### src/rtl/hazard_pkg.sv
// ---------------------------------------------------------------------------
// hazard_pkg
// Shared definitions for the pipeline hazard detection unit:
//   - hazard_state_e : stall FSM states (RUN, STALL)
//   - REG_ZERO       : the hard-wired zero register, never a real dependency
//   - STALL_MAX      : longest stall the unit can request, in cycles
//   - REMAIN_W       : width of the remaining-stall-cycles register
//   - regMatch()     : dependency test of one destination register against
//                      the operands of the instruction sitting in ID
// ---------------------------------------------------------------------------
package hazard_pkg;

    typedef enum logic {
        RUN   = 1'b0,
        STALL = 1'b1
    } hazard_state_e;

    localparam logic [4:0] REG_ZERO  = 5'd0;
    localparam int         STALL_MAX = 2;
    localparam int         REMAIN_W  = (STALL_MAX > 2) ? $clog2(STALL_MAX) : 1;

    typedef logic [REMAIN_W-1:0] remain_t;

    // A write to $0 is discarded by the register file, so it can never create
    // a dependency. rt only counts when the ID instruction actually reads it.
    function automatic logic regMatch(input logic [4:0] dstReg,
                                      input logic [4:0] rsReg,
                                      input logic [4:0] rtReg,
                                      input logic       usesRt);
        return (dstReg != REG_ZERO) &&
               ((dstReg == rsReg) || (usesRt && (dstReg == rtReg)));
    endfunction

endpackage

### src/rtl/hazard_detection_sat_counter.sv
// ---------------------------------------------------------------------------
// sat_counter
// Saturating up-counter used for the hazard unit's statistics.
// Ports:
//   clk     : clock, rising edge
//   rstn    : asynchronous active-low reset, clears the count
//   inc_i   : count one event this cycle
//   clr_i   : synchronous clear, wins over inc_i
//   count_o : current count, sticks at all-ones
// ---------------------------------------------------------------------------
module sat_counter #(
    parameter int W = 16
) (
    input  logic         clk,
    input  logic         rstn,
    input  logic         inc_i,
    input  logic         clr_i,
    output logic [W-1:0] count_o
);

    logic [W-1:0] count_q;
    logic [W-1:0] count_d;

    // Clear has priority; once all-ones is reached further events are dropped
    // so the counter never wraps back to a misleadingly small value.
    always_comb begin
        count_d = count_q;
        if (clr_i) begin
            count_d = '0;
        end else if (inc_i && (count_q != '1)) begin
            count_d = count_q + 1'b1;
        end
    end

    // Count register.
    always_ff @(posedge clk or negedge rstn) begin
        if (!rstn) begin
            count_q <= '0;
        end else begin
            count_q <= count_d;
        end
    end

    assign count_o = count_q;

endmodule

### src/rtl/hazard_detection.sv
// ---------------------------------------------------------------------------
// hazard_detection
// Detects the hazards forwarding cannot cover (load-use against EX, and
// ID-stage branch compares against EX/MEM), stalls the front end for one or
// two cycles and flushes IF/ID behind a taken branch.
// Ports:
//   clk, rstn               : clock (rising edge), async active-low reset
//   IF_ID_rs/rt/uses_rt     : source operands of the instruction in ID
//   ID_branch/_taken        : ID-stage branch and its (forwarded) outcome
//   ID_EX_mem_read/reg_write/rd : instruction currently in EX
//   EX_MEM_mem_read/rd      : instruction currently in MEM
//   pc_write, IF_ID_write   : front-end write enables (0 while stalling)
//   ID_EX_bubble            : insert a bubble into ID/EX
//   IF_ID_flush             : squash the wrong-path fetch behind a taken branch
//   stalled                 : FSM is holding a multi-cycle stall (debug)
// Optional build macro HAZARD_STATS_EN adds:
//   stats_clr               : synchronous clear of both statistics counters
//   stall_cycles            : saturating count of stalled cycles
//   flush_count             : saturating count of IF/ID flushes
// ---------------------------------------------------------------------------
module hazard_detection
    import hazard_pkg::*;
#(
    parameter int CNT_W = 16
) (
    input  logic             clk,
    input  logic             rstn,
    input  logic [4:0]       IF_ID_rs,
    input  logic [4:0]       IF_ID_rt,
    input  logic             IF_ID_uses_rt,
    input  logic             ID_branch,
    input  logic             ID_branch_taken,
    input  logic             ID_EX_mem_read,
    input  logic             ID_EX_reg_write,
    input  logic [4:0]       ID_EX_rd,
    input  logic             EX_MEM_mem_read,
    input  logic [4:0]       EX_MEM_rd,
    output logic             pc_write,
    output logic             IF_ID_write,
    output logic             ID_EX_bubble,
    output logic             IF_ID_flush,
`ifdef HAZARD_STATS_EN
    input  logic             stats_clr,
    output logic [CNT_W-1:0] stall_cycles,
    output logic [CNT_W-1:0] flush_count,
`endif
    output logic             stalled
);

    hazard_state_e state_q;
    hazard_state_e state_d;
    remain_t       remain_q;
    remain_t       remain_d;

    logic exHit;
    logic memHit;
    logic needTwo;
    logic needAny;
    logic stallNow;

    // Counters narrower than one bit make no sense; reject at elaboration.
    if (CNT_W < 1) begin : g_badCntWidth
        $error("hazard_detection: CNT_W must be at least 1");
    end

    assign exHit  = regMatch(ID_EX_rd,  IF_ID_rs, IF_ID_rt, IF_ID_uses_rt);
    assign memHit = regMatch(EX_MEM_rd, IF_ID_rs, IF_ID_rt, IF_ID_uses_rt);

    // A branch compared in ID needs a loaded value two stages further on, so
    // a load in EX feeding it costs two cycles. Every other unresolvable case
    // (plain load-use, ALU result in EX feeding a branch, load in MEM feeding
    // a branch) costs one. An ALU result in EX feeding a non-branch is
    // handled by forwarding and is deliberately absent here.
    assign needTwo = ID_branch & ID_EX_mem_read & exHit;
    assign needAny = (ID_EX_mem_read & exHit)
                   | (ID_branch & ID_EX_reg_write & ~ID_EX_mem_read & exHit)
                   | (ID_branch & EX_MEM_mem_read & memHit);

    // State register.
    always_ff @(posedge clk or negedge rstn) begin
        if (!rstn) begin
            state_q  <= RUN;
            remain_q <= '0;
        end else begin
            state_q  <= state_d;
            remain_q <= remain_d;
        end
    end

    // Next-state logic. One-cycle stalls never leave RUN; only the two-cycle
    // case parks in STALL, counting down the cycles still owed after the
    // detection cycle.
    always_comb begin
        state_d  = state_q;
        remain_d = remain_q;
        case (state_q)
            RUN: begin
                if (needTwo) begin
                    state_d  = STALL;
                    remain_d = remain_t'(STALL_MAX - 1);
                end
            end
            STALL: begin
                remain_d = remain_q - 1'b1;
                if (remain_q == remain_t'(1)) begin
                    state_d  = RUN;
                    remain_d = '0;
                end
            end
            default: begin
                state_d  = RUN;
                remain_d = '0;
            end
        endcase
    end

    // Output logic. The stall must bite in the very cycle the hazard is
    // seen, so it is purely combinational. A hazarded taken branch holds its
    // flush until the stall has released it.
    always_comb begin
        stallNow     = ((state_q == RUN) && needAny) || (state_q == STALL);
        pc_write     = ~stallNow;
        IF_ID_write  = ~stallNow;
        ID_EX_bubble = stallNow;
        IF_ID_flush  = ID_branch & ID_branch_taken & ~stallNow;
        stalled      = (state_q == STALL);
    end

`ifdef HAZARD_STATS_EN
    sat_counter #(
        .W (CNT_W)
    ) uStallCounter (
        .clk     (clk),
        .rstn    (rstn),
        .inc_i   (stallNow),
        .clr_i   (stats_clr),
        .count_o (stall_cycles)
    );

    sat_counter #(
        .W (CNT_W)
    ) uFlushCounter (
        .clk     (clk),
        .rstn    (rstn),
        .inc_i   (IF_ID_flush),
        .clr_i   (stats_clr),
        .count_o (flush_count)
    );
`endif

endmodule
### config.mk
export PLATFORM = sky130hd
export DESIGN_NAME = hazard_detection
export DESIGN_NICKNAME = d
export VERILOG_FILES = /design/src/rtl/hazard_pkg.sv /design/src/rtl/hazard_detection_sat_counter.sv /design/src/rtl/hazard_detection.sv
export SDC_FILE = /design/constraint.sdc
export NUM_CORES = 1
export LEC_CHECK = 0
export ABC_AREA = 1
export BUFFER_PORTS_ARGS = -buffer_cell sky130_fd_sc_hd__buf_2
export CAP_MARGIN = 10
export CELL_PAD_IN_SITES_DETAIL_PLACEMENT = 0
export CELL_PAD_IN_SITES_GLOBAL_PLACEMENT = 1
export CORE_MARGIN = 3
export CORE_UTILIZATION = 26
export DETAILED_ROUTE_END_ITERATION = 16
export PLACE_DENSITY = 0.88
export SYNTH_ARGS = -nofsm -noshare
export SYNTH_HDL_FRONTEND = slang
export SYNTH_SLANG_ARGS = --single-unit
### constraint.sdc
create_clock -name clk -period 1.9 [get_ports clk]
set_input_delay 0.285 -clock clk [delete_from_list [all_inputs] [get_ports clk]]
set_output_delay 0.285 -clock clk [all_outputs]
set_load 0.01 [all_outputs]
==> flow_metrics.env, run 1 <==
export IMPL_outcome="finished clean"
export IMPL_drive_above_1_share=0.324
export IMPL_cts_resized=0
export IMPL_synth_most_common_cell="nand2_1"
export IMPL_r2r_start="stalled$_DFF_PN0_"
export IMPL_clkTransAtPathRegs_ns=0.03
export IMPL_fin_nets=172
export IMPL_diodes=0
export IMPL_yosysUniqueCellTypes=18
export IMPL_path_max_fanout=3
export IMPL_clk_latency_ns=0.22
export IMPL_arrival_ns=1.20
export IMPL_synth_ff_type="dfrtp_1"
export IMPL_critPathLaunch="IF_ID_rt[4]"
export IMPL_ios=33
export IMPL_path_common_cell="nand2_1"
export IMPL_synthCells=107
export IMPL_path_cells="buf_2, inv_1, nand2_1, o21ai_0, nor2_1, nand3_2, nand2_1, nand2_1, nand3_2, nor2_2, buf_2"
export IMPL_vias=706
export IMPL_hold_class="in -> async"
export IMPL_antenna_found_initial=0
export IMPL_coreArea_mm2=0.00178
export IMPL_rows=15
export IMPL_tightest_slew_ns=0.171
export IMPL_grt_max_degree=5
export IMPL_synthesis_area_um2=512
export IMPL_avgViaCountPerCell=4.23
export IMPL_drt_pass1_iter_count=4
export IMPL_slew_viol_final=0
export IMPL_htreeDepth=1
export IMPL_peakVddDrop_v=0.000333
export IMPL_slew_headroom=0.885
export IMPL_initial_core_util=0.287
export IMPL_drt_drc_violations_left=0
export IMPL_synthTopCellsByArea="nand2_1 (33%), inv_1 (12%), nor2_1 (10%), dfrtp_1 (9.8%), nand3_1 (6.8%)"
export IMPL_crit_path_top_delay_cell="buf_2"
export IMPL_post_cts_buffers=0
export IMPL_start_kind="primary input"
export IMPL_synth_seq_area_share=0.0978
export IMPL_area_growth_pct=42.3
export IMPL_synth_largest_area_cell="nand2_1"
export IMPL_crit_type="in -> out"
export IMPL_setup_viol=0
export IMPL_ant_nets=0
export IMPL_grt_pass1_vias=571
export IMPL_track_usage=0.112
export IMPL_ys_top_cells_by_count="nand2_1 (45), inv_1 (16), nor2_1 (14)"
export IMPL_clock_sinks=2
export IMPL_synth_edf_count=0
export IMPL_cts_root_buffer="clkbuf_4"
export IMPL_rsz0062_at_grt="false"
export IMPL_cp_end_kind="primary output"
export IMPL_portBuffers=32
export IMPL_grt_pass1_wl_um=2280
export IMPL_gr_total_overflow=0
export IMPL_ys_seq_elements=2
export IMPL_rr_worst_depth=3
export IMPL_power_density_mw_per_mm2=418
export IMPL_synth_top_area_frac=0.330
export IMPL_synth_nets=135
export IMPL_synth_warnings=0
export IMPL_first_iter_violations=5
export IMPL_cp_endpoint="IF_ID_flush"
export IMPL_hold_worst_slack_ns=0.403
export IMPL_slowest_delay_ns=0.14
export IMPL_fmax_mhz=673
export IMPL_rrSetupSlack_ns=1.04
export IMPL_cts_tree="yes"
export IMPL_finalCritPeriodShare=0.782
export IMPL_die_h_um=50.4
export IMPL_gp_congestion=0.818
export IMPL_cts_buffers=3
export IMPL_rr_endpoint="remain_q$_DFFE_PN0P_"
export IMPL_drt_total_wl_um=1490
export IMPL_async_flop_share=1.00
export IMPL_required_ns=1.62
export IMPL_report_final_hold_viol_count=0
export IMPL_ctsHoldBuffers=1
export IMPL_wl_per_cell_um=8.93
export IMPL_cts_path_max_buffers=2
export IMPL_clock_skew_final_ns=0.0000989
export IMPL_finalInstanceArea_um2=728
export IMPL_avgSynthCellArea_um2=4.78
export IMPL_tns_ns=0
export IMPL_postPlaceCellArea_um2=696
export IMPL_max_cap_violations=0
export IMPL_fin_crit_ns=1.49
export IMPL_dp_hpwl_um=1300
export IMPL_leakage_nw=0.490
export IMPL_die_w_um=50.4
export IMPL_die_area_mm2=0.00254
[cells by family (layout without fill, tap and decap cells)]
| logic type | count (synthesis) | after routing | share of synthesized area |
|---|---|---|---|
| buffers and inverters | 22 | 57 | 0.169 |
| AND/OR/NAND/NOR | 74 | 74 | 0.619 |
| flip-flops | 2 | 2 | 0.0978 |
| XOR/XNOR | 3 | 3 | 0.0514 |
| AO/OA/AOI/OAI | 6 | 6 | 0.0636 |
[placed cells by master (no fill, tap or decap)]
master         count
nor3_1             1
nor2_2             1
nand3_1            7
dfrtp_1            2
xor2_1             1
nand2_2            1
dlygate4sd3_1      1
a21o_1             1
nand2_1           45
xnor2_1            2
nand3_2            3
o21ai_0            3
inv_1             16
clkbuf_4           3
nor2_1            14
inv_2              5
or2_2              1
nand4_1            1
o21ai_1            2
buf_2             32
[worst max-delay path: cells and delay by family]
| kind | cells | cell delay, ns |
|---|---|---|
| AO/OA/AOI/OAI | 1 | 0.07 |
| buffers and inverters | 3 | 0.33 |
| AND/OR/NAND/NOR | 7 | 0.52 |
[how the worst min path moves through the flow]
| stage | to | slack [ns] | cells after the start |
|---|---|---|---|
| floorplan | remain_q$_DFFE_PN0P_ | -0.01 | 0 |
| global placement | stalled$_DFF_PN0_ | 0.07 | 1 |
| detailed placement | stalled$_DFF_PN0_ | 0.07 | 1 |
| CTS | remain_q$_DFFE_PN0P_ | 0.38 | 2 |
| global route | remain_q$_DFFE_PN0P_ | 0.41 | 2 |
| finish | remain_q$_DFFE_PN0P_ | 0.40 | 2 |
[registers in the layout, summed over array words and instances (netlist names)]
register and cells:
stalled 1, remain_q 1
[final cells by class]
cell class                 count  area (µm²)
clock buffer                   3        22.5
fill                         220        1050
inverter                      21        78.8
multi-input combinational     83         375
sequential                     2        50.0
tap                           25        31.3
timing repair buffer          33         170
[power by group]
| part | total (mW) | switching [mW] | internal [mW] | leakage, nW |
|---|---|---|---|---|
| logic | 0.155 | 0.0873 | 0.0676 | 0.450 |
| clock network | 0.0889 | 0.0196 | 0.0693 | 0.0138 |
| registers | 0.0606 | 0.00506 | 0.0556 | 0.0258 |
| total | 0.304 | 0.112 | 0.192 | 0.490 |
[through the flow]
stage	total power, mW	util	cells	setup WS [ns]
6_report	0.304	0.408	167	0.413
5_1_grt	0.336	0.408	167	0.295
4_1_cts	0.309	0.408	167	0.408
3_5_place_dp	0.214	0.390	163	0.409
3_3_place_gp	0.211	0.390	163	0.424
2_1_floorplan	0.149	-	107	0.563
[layer usage]
layer / routed length (µm) / vias up / track usage
met5: 0 / - / 0
met4: 0 / 0 / 0.0269
met3: 107 / 0 / 0.0148
met2: 653 / 22 / 0.178
met1: 731 / 295 / 0.159
li1: - / 389 / -
(Power assumes the default switching activity.)
==> inputs of run 2 (changes only) <==
--- a/config.mk
+++ b/config.mk
@@ -11,9 +11,9 @@
 export CELL_PAD_IN_SITES_DETAIL_PLACEMENT = 0
 export CELL_PAD_IN_SITES_GLOBAL_PLACEMENT = 1
 export CORE_MARGIN = 3
-export CORE_UTILIZATION = 26
+export CORE_UTILIZATION = 22
 export DETAILED_ROUTE_END_ITERATION = 16
-export PLACE_DENSITY = 0.88
+export PLACE_DENSITY = 0.79
 export SYNTH_ARGS = -nofsm -noshare
 export SYNTH_HDL_FRONTEND = slang
 export SYNTH_SLANG_ARGS = --single-unit
==> constraint.sdc (replaced) <==
create_clock -name clk -period 1.35 [get_ports clk]
set_input_delay 0.2025 -clock clk [delete_from_list [all_inputs] [get_ports clk]]
set_output_delay 0.2025 -clock clk [all_outputs]
set_load 0.01 [all_outputs]
==> flow_metrics.env, run 2 (synthesis gave the netlist of run 1 again) <==
export IMPL_start_kind="primary input"
export IMPL_path_max_fanout=4
export IMPL_tns_ns=0
export IMPL_ios=33
export IMPL_wl_per_cell_um=9.81
export IMPL_drt_total_wl_um=1680
export IMPL_cts_tree="yes"
export IMPL_hold_class="in -> async"
export IMPL_cts_path_max_buffers=2
export IMPL_fin_crit_ns=1.28
export IMPL_diodes=0
export IMPL_portBuffers=32
export IMPL_rsz0062_at_grt="false"
export IMPL_dp_hpwl_um=1400
export IMPL_p_int_mw=0.312
export IMPL_crit_type="in -> out"
export IMPL_postPlaceCellArea_um2=698
export IMPL_peakVddDrop_v=0.000536
export IMPL_gp_congestion=0.840
export IMPL_drt_pass1_iter_count=4
export IMPL_pwr_share_clk=0.270
export IMPL_avgViaCountPerCell=4.25
export IMPL_power_density_mw_per_mm2=556
export IMPL_vias=727
export IMPL_gr_total_overflow=0
export IMPL_multi_input_area_um2=420
export IMPL_grt_pass1_vias=537
export IMPL_fmax_mhz=782
export IMPL_final_cell_mix="nand2_1 (34), buf_2 (16), buf_6 (13)"
export IMPL_drt_drc_violations_left=0
export IMPL_seq_area_um2=50.0
export IMPL_clock_skew_final_ns=0.00522
export IMPL_initial_core_util=0.246
export IMPL_p_sw_mw=0.185
export IMPL_finalCritPeriodShare=0.948
export IMPL_grt_max_degree=5
export IMPL_grt_pass1_wl_um=2160
export IMPL_die_area_mm2=0.00294
export IMPL_slew_viol_final=0
export IMPL_slew_headroom=0.895
export IMPL_fin_nets=174
export IMPL_htreeDepth=1
export IMPL_die_w_um=54.2
export IMPL_finalInstanceArea_um2=895
export IMPL_rows=16
export IMPL_arrival_ns=1.08
export IMPL_track_usage=0.101
export IMPL_die_h_um=54.2
export IMPL_outcome="finished clean"
export IMPL_ant_nets=0
export IMPL_seqPwrFrac=0.173
export IMPL_coreArea_mm2=0.00208
export IMPL_max_cap_violations=0
export IMPL_clock_sinks=2
export IMPL_clkTransAtPathRegs_ns=0.03
export IMPL_switching_share=0.372
export IMPL_required_ns=1.15
export IMPL_clk_latency_ns=0.23
export IMPL_rrSetupSlack_ns=0.50
export IMPL_setup_viol=0
export IMPL_combPwrFrac=0.557
export IMPL_first_iter_violations=6
export IMPL_leakage_nw=0.525
export IMPL_report_final_hold_viol_count=0
export IMPL_cts_root_buffer="clkbuf_4"
export IMPL_area_growth_pct=74.8
export IMPL_drive_above_1_share=0.528
export IMPL_final_common_cell="nand2_1"
export IMPL_cts_buffers=3
export IMPL_antenna_found_initial=0
export IMPL_cp_end_kind="primary output"
export IMPL_tightest_slew_ns=0.156
export IMPL_fillers=244
-- run 2: cell types whose count changed in the layout (fill, tap and decap cells not counted), sizes merged --
cell  previous run  this run
buf             32        34
-- run 2: area by class of cell --
cell class / count / share of cell area
inverters: 21 / 0.105
multi-input cells: 83 / 0.470
well taps: 27 / 0.0378
clock buffers: 3 / 0.0252
flip-flops and latches: 2 / 0.0559
repair buffers: 35 / 0.306
-- run 2: routing by layer --
layer | up-vias | routed length [µm] | global-route usage
met5 | - | 0 | 0
met2 | 19 | 805 | 0.157
met1 | 308 | 745 | 0.142
met3 | 2 | 105 | 0.00817
met4 | 0 | 21 | 0.0373
li1 | 398 | - | -
-- run 2: worst paths after layout --
kind / to / start / cells after the start
setup reg to reg: remain_q$_DFFE_PN0P_ / stalled$_DFF_PN0_ / 3
hold / removal: stalled$_DFF_PN0_ / rstn / 2
setup / recovery: IF_ID_flush / EX_MEM_rd[1] / 9
hold reg to reg: remain_q$_DFFE_PN0P_ / remain_q$_DFFE_PN0P_ / 2
min in group clk: stalled$_DFF_PN0_ / ID_EX_mem_read / 5
max in group asynchronous: remain_q$_DFFE_PN0P_ / rstn / 2
-- run 2: power by group through the flow --
stage	combinational [mW]	clock (mW)	sequential (mW)
floorplan	0.124	0	0.0861
global placement	0.213	0	0.0859
detailed placement	0.215	0	0.0865
CTS	0.219	0.144	0.0859
global route	0.310	0.142	0.0878
finish	0.277	0.134	0.0858
-- run 2: through the flow --
step | hold slack, ns | power, mW | cells | util | setup WS [ns]
floorplan | -0.0931 | 0.210 | 107 | - | 0.178
global placement | -0.0130 | 0.299 | 165 | 0.335 | 0.0209
detailed placement | -0.00993 | 0.302 | 165 | 0.335 | 0.00886
CTS | 0.279 | 0.449 | 169 | 0.351 | 0.00833
global route | 0.312 | 0.540 | 171 | 0.430 | 0.000210
finish | 0.295 | 0.497 | 171 | 0.430 | 0.0705
-- run 2: critical path, stage by stage --
cell and delay (ns):
buf_6 0.10, xor2_1 0.17, nor2_2 0.07, nand3_1 0.07, nand2_1 0.06, nand2_1 0.08, nand3_2 0.09, nor2_2 0.10
buf_2 0.12
-- run 2: timing repair --
| action | in CTS | in global routing |
|---|---|---|
| endpoints found under the setup margin | 0 | 4 |
| hold buffers | 1 | 0 |
| setup buffers | 0 | 2 |
| endpoints found under the hold margin | 2 | 0 |
| resized for setup | 0 | 63 |
==> inputs of run 3 (changes only) <==
==> constraint.sdc (replaced) <==
create_clock -name clk -period 1.14 [get_ports clk]
set_input_delay 0.171 -clock clk [delete_from_list [all_inputs] [get_ports clk]]
set_output_delay 0.171 -clock clk [all_outputs]
set_load 0.01 [all_outputs]
==> flow_metrics.env, run 3 (synthesis gave the netlist of run 1 again) <==
export IMPL_setup_slack_ns=-0.0703
export IMPL_rr_worst_depth=3
export IMPL_finalCritPeriodShare=1.06
export IMPL_gp_congestion=0.845
export IMPL_arrival_ns=1.04
export IMPL_drt_pass1_iter_count=4
export IMPL_cts_buffers=3
export IMPL_tightest_slew_ns=0.182
export IMPL_die_area_mm2=0.00294
export IMPL_power_density_mw_per_mm2=626
export IMPL_path_max_fanout=4
export IMPL_antenna_found_initial=0
export IMPL_die_w_um=54.2
export IMPL_drive_above_1_share=0.705
export IMPL_slew_headroom=0.878
export IMPL_rsz0062_at_grt="true"
export IMPL_tns_ns=-0.234
export IMPL_outcome="finished, violations left"
export IMPL_r2r_start="stalled$_DFF_PN0_"
export IMPL_final_common_cell="nand2_2"
export IMPL_first_iter_violations=8
export IMPL_hold_class="in -> async"
export IMPL_track_usage=0.110
export IMPL_start_kind="primary input"
export IMPL_setup_viol=4
export IMPL_final_cell_mix="nand2_2 (28), nand2_1 (18), buf_6 (15)"
export IMPL_dp_cells=167
export IMPL_area_growth_pct=108
export IMPL_rr_endpoint="remain_q$_DFFE_PN0P_"
export IMPL_fin_nets=176
export IMPL_crit_type="in -> out"
export IMPL_violations="negative setup slack"
export IMPL_report_final_hold_viol_count=0
export IMPL_ant_nets=0
export IMPL_clock_sinks=2
export IMPL_instances_no_fill=173
export IMPL_cts_tree="yes"
export IMPL_slew_viol_final=0
export IMPL_clk_latency_ns=0.22
export IMPL_dp_hpwl_um=1360
export IMPL_grt_pass1_wl_um=2440
export IMPL_peakVddDrop_v=0.000568
export IMPL_diodes=0
export IMPL_coreArea_mm2=0.00208
export IMPL_wl_per_cell_um=10.5
export IMPL_portBuffers=32
export IMPL_initial_core_util=0.246
export IMPL_vias=766
export IMPL_fin_crit_ns=1.21
export IMPL_grt_pass1_vias=607
export IMPL_max_cap_violations=0
export IMPL_clkTransAtPathRegs_ns=0.03
export IMPL_cts_root_buffer="clkbuf_4"
export IMPL_rows=16
export IMPL_drt_total_wl_um=1810
export IMPL_drt_drc_violations_left=0
export IMPL_critPathLaunch="EX_MEM_rd[1]"
export IMPL_cp_end_kind="primary output"
export IMPL_clock_skew_final_ns=0.00351
export IMPL_required_ns=0.97
export IMPL_avgViaCountPerCell=4.43
export IMPL_leakage_nw=0.570
export IMPL_grt_max_degree=5
export IMPL_cp_endpoint="IF_ID_flush"
export IMPL_utilization=0.511
export IMPL_rrSetupSlack_ns=0.29
export IMPL_cts_path_max_buffers=2
export IMPL_gr_total_overflow=0
export IMPL_ios=33
export IMPL_fillers=224
export IMPL_fmax_mhz=826
export IMPL_htreeDepth=1
export IMPL_die_h_um=54.2
export IMPL_preCtsSetupSlack_ns=-0.105
==> run 3: cell types whose count changed in the layout (fill, tap and decap cells not counted), moves of 2 or more <==
| cell | change |
|---|---|
| inv_2 | -2 |
| nor2_2 | +4 |
| buf_2 | -6 |
| nand3_1 | -2 |
| nand2_2 | +16 |
| buf_8 | +5 |
| nand2_1 | -16 |
| buf_6 | +2 |
| nor2_1 | -5 |
==> run 3: worst min-delay path by stage <==
stage	slack, ns	start	end	cells past startpoint
after floorplan	-0.12	rstn	remain_q$_DFFE_PN0P_	0
after global placement	-0.04	rstn	stalled$_DFF_PN0_	1
after detailed placement	-0.04	rstn	remain_q$_DFFE_PN0P_	1
after CTS	0.26	rstn	stalled$_DFF_PN0_	2
after global routing	0.29	rstn	stalled$_DFF_PN0_	2
final	0.27	rstn	stalled$_DFF_PN0_	2
==> run 3: per-stage QoR <==
stage	hold slack (ns)	power (mW)	cell area (µm²)
global route	0.286	0.720	1060
global placement	-0.0445	0.360	713
finish	0.271	0.666	1060
floorplan	-0.125	0.249	512
CTS	0.258	0.560	798
detailed placement	-0.0418	0.363	713
==> run 3: final cells by class <==
type	count	area, µm²	area share
Tap cell	27	33.8	0.0318
Inverter	21	101	0.0953
Clock buffer	3	22.5	0.0212
Timing Repair Buffer	37	349	0.328
Sequential cell	2	50.0	0.0471
Multi-Input combinational cell	83	507	0.476
==> run 3: where the power goes <==
part / switching [mW] / internal, mW / leakage [nW]
Sequential: 0.00919 / 0.0926 / 0.0258
Clock: 0.0368 / 0.116 / 0.0138
Combinational: 0.202 / 0.210 / 0.531
Total: 0.248 / 0.418 / 0.570
==> run 3: timing repair <==
item	CTS	global route
pin swaps	10	33
hold buffers	1	0
resized for setup	16	89
hold endpoints to repair	2	0
gates cloned	0	0
endpoints found under the setup margin	4	4
setup buffers	1	1
==> run 3: critical path, stage by stage <==
cell and delay, ns:
buf_8 0.10, xor2_2 0.17, nor2_2 0.11, nand3_2 0.08, nand2_2 0.08, nand2_2 0.06
nand3_4 0.09, nor2_2 0.04, buf_2 0.13
==> run 3: metal layers <==
layer / global-route usage / vias to the layer above / wire (µm)
met5: 0 / - / 0
met4: 0.0249 / 0 / 0
met3: 0 / 0 / 100
met2: 0.179 / 15 / 969
met1: 0.160 / 351 / 741
li1: - / 400 / -
